`src/rtl/boot_loader.sv`:
```
// Framed byte-stream image loader: packs little-endian bytes into 32-bit words,
// writes them to consecutive word addresses and releases the core on a good XOR checksum.
module boot_loader #(
  parameter int unsigned       ADDR_W     = 32,
  parameter logic [ADDR_W-1:0] START_ADDR = '0,
  parameter int unsigned       MAX_WORDS  = 256
) (
  input  logic              clk,
  input  logic              rst,
  input  logic              start,
  input  logic              byte_valid,
  input  logic [7:0]        byte_data,
  output logic              byte_ready,
  output logic              mem_write,
  output logic [ADDR_W-1:0] mem_addr,
  output logic [31:0]       mem_wdata,
  output logic              core_rst_n,
  output logic              busy,
  output logic              done,
  output logic              error
);
  localparam int unsigned WIDX_W = $clog2(MAX_WORDS + 1);

  typedef enum logic [2:0] {
    S_IDLE, S_LEN_LO, S_LEN_HI, S_DATA, S_WRITE, S_CHECK, S_DONE, S_ERR
  } state_e;

  state_e            state_q, state_d;
  logic [7:0]        len_lo_q, len_lo_d;
  logic [15:0]       len_q, len_d;
  logic [1:0]        byte_idx_q, byte_idx_d;
  logic [31:0]       word_q, word_d;
  logic [7:0]        csum_q, csum_d;
  logic [WIDX_W-1:0] word_idx_q, word_idx_d;
  logic [WIDX_W-1:0] word_idx_inc;

  logic              byte_ready_q, byte_ready_d;
  logic              mem_write_q, mem_write_d;
  logic [ADDR_W-1:0] mem_addr_q, mem_addr_d;
  logic [31:0]       mem_wdata_q, mem_wdata_d;
  logic              core_rst_n_q, core_rst_n_d;
  logic              busy_q, busy_d;
  logic              done_q, done_d;
  logic              error_q, error_d;

  logic accept;

  assign accept       = byte_valid && byte_ready_q;
  assign word_idx_inc = word_idx_q + 1'b1;

  always_comb begin
    state_d     = state_q;
    len_lo_d    = len_lo_q;
    len_d       = len_q;
    byte_idx_d  = byte_idx_q;
    word_d      = word_q;
    csum_d      = csum_q;
    word_idx_d  = word_idx_q;
    mem_write_d = 1'b0;
    mem_addr_d  = mem_addr_q;
    mem_wdata_d = mem_wdata_q;

    case (state_q)
      S_IDLE, S_DONE, S_ERR: begin
        if (start) begin
          state_d    = S_LEN_LO;
          csum_d     = '0;
          word_idx_d = '0;
          byte_idx_d = '0;
        end
      end
      S_LEN_LO: begin
        if (accept) begin
          len_lo_d = byte_data;
          state_d  = S_LEN_HI;
        end
      end
      S_LEN_HI: begin
        if (accept) begin
          len_d = {byte_data, len_lo_q};
          if (32'(len_d) > MAX_WORDS) begin
            state_d = S_ERR;
          end else if (len_d == 16'd0) begin
            state_d = S_CHECK;
          end else begin
            state_d = S_DATA;
          end
        end
      end
      S_DATA: begin
        if (accept) begin
          // Shift in from the top so byte 0 lands in [7:0] after four accepts.
          word_d     = {byte_data, word_q[31:8]};
          csum_d     = csum_q ^ byte_data;
          byte_idx_d = byte_idx_q + 2'd1;
          if (byte_idx_q == 2'd3) begin
            state_d     = S_WRITE;
            mem_write_d = 1'b1;
            mem_addr_d  = START_ADDR + ADDR_W'(word_idx_q);
            mem_wdata_d = word_d;
          end
        end
      end
      S_WRITE: begin
        word_idx_d = word_idx_inc;
        state_d    = (32'(word_idx_inc) == 32'(len_q)) ? S_CHECK : S_DATA;
      end
      S_CHECK: begin
        if (accept) begin
          state_d = (byte_data == csum_q) ? S_DONE : S_ERR;
        end
      end
      default: state_d = S_IDLE;
    endcase

    // Status outputs are a registered image of the next state.
    byte_ready_d = (state_d == S_LEN_LO) || (state_d == S_LEN_HI) ||
                   (state_d == S_DATA)   || (state_d == S_CHECK);
    busy_d       = byte_ready_d || (state_d == S_WRITE);
    done_d       = (state_d == S_DONE);
    error_d      = (state_d == S_ERR);
    core_rst_n_d = (state_d == S_DONE);
  end

  always_ff @(posedge clk or negedge rst) begin
    if (!rst) begin
      state_q      <= S_IDLE;
      len_lo_q     <= '0;
      len_q        <= '0;
      byte_idx_q   <= '0;
      word_q       <= '0;
      csum_q       <= '0;
      word_idx_q   <= '0;
      byte_ready_q <= 1'b0;
      mem_write_q  <= 1'b0;
      mem_addr_q   <= START_ADDR;
      mem_wdata_q  <= '0;
      core_rst_n_q <= 1'b0;
      busy_q       <= 1'b0;
      done_q       <= 1'b0;
      error_q      <= 1'b0;
    end else begin
      state_q      <= state_d;
      len_lo_q     <= len_lo_d;
      len_q        <= len_d;
      byte_idx_q   <= byte_idx_d;
      word_q       <= word_d;
      csum_q       <= csum_d;
      word_idx_q   <= word_idx_d;
      byte_ready_q <= byte_ready_d;
      mem_write_q  <= mem_write_d;
      mem_addr_q   <= mem_addr_d;
      mem_wdata_q  <= mem_wdata_d;
      core_rst_n_q <= core_rst_n_d;
      busy_q       <= busy_d;
      done_q       <= done_d;
      error_q      <= error_d;
    end
  end

  assign byte_ready = byte_ready_q;
  assign mem_write  = mem_write_q;
  assign mem_addr   = mem_addr_q;
  assign mem_wdata  = mem_wdata_q;
  assign core_rst_n = core_rst_n_q;
  assign busy       = busy_q;
  assign done       = done_q;
  assign error      = error_q;
endmodule

```
`config.mk`:
```
export PLATFORM = sky130hd
export DESIGN_NAME = boot_loader
export DESIGN_NICKNAME = d
export VERILOG_FILES = /design/src/rtl/boot_loader.sv
export SDC_FILE = /design/constraint.sdc
export NUM_CORES = 1
export LEC_CHECK = 0
export CAP_MARGIN = 20
export CORE_ASPECT_RATIO = 0.5
export CORE_MARGIN = 2
export CORE_UTILIZATION = 48
export CTS_CLUSTER_DIAMETER = 60
export DETAILED_ROUTE_END_ITERATION = 12
export PLACE_DENSITY = 0.74
export SETUP_SLACK_MARGIN = 0.2
export SKIP_LAST_GASP = 1
export SYNTH_ARGS = -nofsm -noshare
export SYNTH_HDL_FRONTEND = slang
export SYNTH_SLANG_ARGS = --single-unit
```
`constraint.sdc`:
```
create_clock -name clk -period 2.4 [get_ports clk]
set_input_delay 0.24 -clock clk [delete_from_list [all_inputs] [get_ports clk]]
set_output_delay 0.24 -clock clk [all_outputs]
set_load 0.02 [all_outputs]
```
==> impl_metrics.yaml <==
setup_path:
  r2r-start: "word_idx_q[1]"
  critPathMaxFanout: 6
  setup.worst_path.start: "word_idx_q[1]"
  path_class: "reg2reg"
  cp_slowest_cell: "or4_4"
  path_cells: "and3_4 > nand3_4 > or4_4 > o311a_1 > o41a_1 > nand2b_4"
  worstRegToRegCells: 6
  reg2reg_slack_ps: 230
  endpoint_kind: "flip-flop"
  start_kind: "flip-flop"
  required_ps: 2680
  cp_data_arrival_time_ps: 2450
  max_stage_delay_ps: 490
  reg2reg_to: "busy"
worst_hold_path:
  hold_class: "in2async"
global_routing:
  antenna_found_initial: 0
  grt_max_degree: 47
  grt_pass1_vias: 3585
  overflow: 0
  grt_pass1_wl_um: 17890
  grt_use_total_pct: 20.07
drt:
  final_antenna_net_count: 0
  vias_per_cell: 5.289
  drt_iter0_drc: 252
  vias: 3702
  first_pass_iters: 5
  drc: 0
  wl_per_cell_um: 15.75
  wl_um: 11030
power_and_ir_drop:
  switching_share_pct: 31.98
  seqPwrFrac_pct: 38.8
  clkPwrFrac_pct: 29.8
  switching_power_mw: 2.657
  comb_power_share_pct: 31.4
  power_density_mw_per_mm2: 1248
  p_leak_nw: 3.108
  p_int_mw: 5.652
  peakVddDrop_mv: 0.6569
timing:
  worst_slack_ps: 234.7
  hold_viol: 0
  period_share_pct: 90.22
  rsz0062_at_grt: "yes"
  final.setup.tns_ps: 0
  setup_viol: 0
  period_needed_ps: 2165
  slew_violations: 0
  worst_hold_slack_ps: 382.9
  skew_ps: 7.998
  max_freq_mhz: 461.8
  slew_headroom_pct: 60.41
  worst_pin_slew_ps: 593.8
run:
  maxCapViolCount: 0
synth:
  netlist_instances: 464
  ys_types: 45
  yosysSeqAreaShare_pct: 56.13
  synth_edf_count: 0
  avgSynthCellArea_um2: 11.14
  yosysTopAreaCell: "dfrtp_1"
  yosys.area_share.simple_pct: 13.07
  yosysWarnings: 0
  synth_most_common_cell: "dfrtp_1"
  ys_top_cells_by_count: "116 x dfrtp_1, 89 x nand2_1, 56 x mux2_2"
  syn_area_mm2: 0.005171
  async_flop_share_pct: 100.0
  synth_top_family_by_area: "multiplexers"
  synth-seq-cells: 116
  synthFlopType: "dfrtp_1"
  synth_top_area_share_pct: 56.13
  muxShareOfSynthArea_pct: 14.37
  yosys.area_share.adder_pct: 0.4839
  synthTopCellsByArea: "dfrtp_1 56%, mux2_2 12%, nand2_1 6.5%"
  synth_xor_xnor_area_share_pct: 3.218
  synth_compound_area_share_pct: 7.331
placed_design:
  dp_hpwl_um: 7065
  pre_cts_slack_ps: 103.9
  portBuffers: 58
  gp_congestion: 0.8514
clock_tree:
  clk_latency_ps: 410
  cts_buffers: 17
  h-tree-depth: 4
  clkSlewWorstSetupHoldPaths_ps: 50
  clk_path_buf_depth: 2
  cts_tree: "built"
  clock-sinks: 116
  root_buffer: "clkbuf_16"
floorplan:
  ios: 82
  fp.dieH_um: 77.40
  die_w_um: 150.8
  fp-row-count: 26
  start_util_pct: 49.99
  fp.dieArea_mm2: 0.01167
  coreArea_mm2: 0.01034
run_status:
  outcome: "completed"
finish:
  antennaDiodeCount: 0
  areaGrowthSynthToFinish_pct: 28.72
  drive_gt1_share_pct: 23.21
  fin_nets: 564
==> power groups by stage <==
stage	clock network [mW]	logic (mW)	registers, mW
final	2.48	2.61	3.22
after global routing	2.61	2.85	3.32
after CTS	2.51	2.60	3.22
after detailed placement	0	2.57	3.24
after global placement	0	2.50	3.22
after floorplan	0	1.32	3.43
==> critical path: cells and delay by family, from the launching register on <==
kind,cells,cell delay [ps]
DFF,1,430
and+or+nand+nor,4,970
AOI/OAI and AO/OA,2,640
==> logic make-up (layout without fill, tap and decap cells) <==
kind of cell	Yosys count	after routing
and+or+nand+nor	153	153
DFF	116	116
muxes	66	66
AOI/OAI and AO/OA	60	60
buffers and inverters	47	121
xor gates and xnor gates	19	19
adders and majority gates	2	2
other	1	23
==> cells in the final DEF (no fill, tap or decap), types with 4 or more instances in the layout <==
master / netlist / final
a21oi_1: 5 / 5
a22o_1: 4 / 4
buf_4: 24 / 30
clkbuf_16: 0 / 17
clkbuf_8: 0 / 9
clkdlybuf4s50_1: 0 / 57
conb_1: 1 / 23
dfrtp_1: 116 / 113
mux2_1: 10 / 10
mux2_2: 56 / 56
nand2_1: 89 / 88
nand3_1: 5 / 5
nand4_1: 4 / 4
nor2_1: 24 / 23
nor3_1: 6 / 5
nor4_1: 5 / 5
o21ai_0: 31 / 31
o31ai_1: 4 / 4
xnor2_1: 15 / 15
==> what timing repair did <==
item,4_1_cts,5_1_grt
buffers inserted,1,7
hold buffers,1,0
hold endpoints to repair,44,0
resized for setup,4,8
pin swaps,0,8
cloned,0,0
endpoints found under the setup margin,4,4
==> worst max-delay path by stage <==
| stage | to |
|---|---|
| 3_5_place_dp | busy |
| 5_1_grt | busy |
| 3_3_place_gp | busy |
| 6_report | busy |
| 2_1_floorplan | busy |
| 4_1_cts | busy |
==> metal layers <==
layer / share of wire, % / GRT usage [%]
met5: 0 / 0
met4: 2.0 / 9.626
met2: 46 / 29.41
met1: 46 / 28.12
met3: 6.0 / 5.000
==> per-stage QoR <==
| stage | instances | utilization (%) | area (µm²) | power, mW |
|---|---|---|---|---|
| 3_3_place_gp | 662 | 57.45 | 5943 | 5.720 |
| 2_1_floorplan | 486 | - | 5255 | 4.744 |
| 6_report | 700 | 64.34 | 6656 | 8.309 |
| 5_1_grt | 700 | 64.34 | 6656 | 8.782 |
| 4_1_cts | 693 | 63.51 | 6570 | 8.340 |
| 3_5_place_dp | 662 | 57.45 | 5943 | 5.805 |
==> registers in the layout, indices dropped and copies added (netlist names) <==
| register | flops |
|---|---|
| busy | 1 |
| byte_idx_q | 2 |
| byte_ready | 1 |
| csum_q | 8 |
| done | 1 |
| error | 1 |
| len_lo_q | 8 |
| len_q | 16 |
| mem_addr | 9 |
| mem_wdata | 32 |
| mem_write | 1 |
| state_q | 3 |
| word_idx_q | 9 |
| word_q | 24 |
==> final cells by class <==
class,count,area [µm²]
well taps,140,175.2
clock inverters,2,37.54
inverters,2,7.507
clock buffers,27,553.0
multi-input cells,323,2131
repair buffers,90,845.8
fillers,792,3689
flip-flops and latches,116,2907
(Power assumes the default switching activity.)
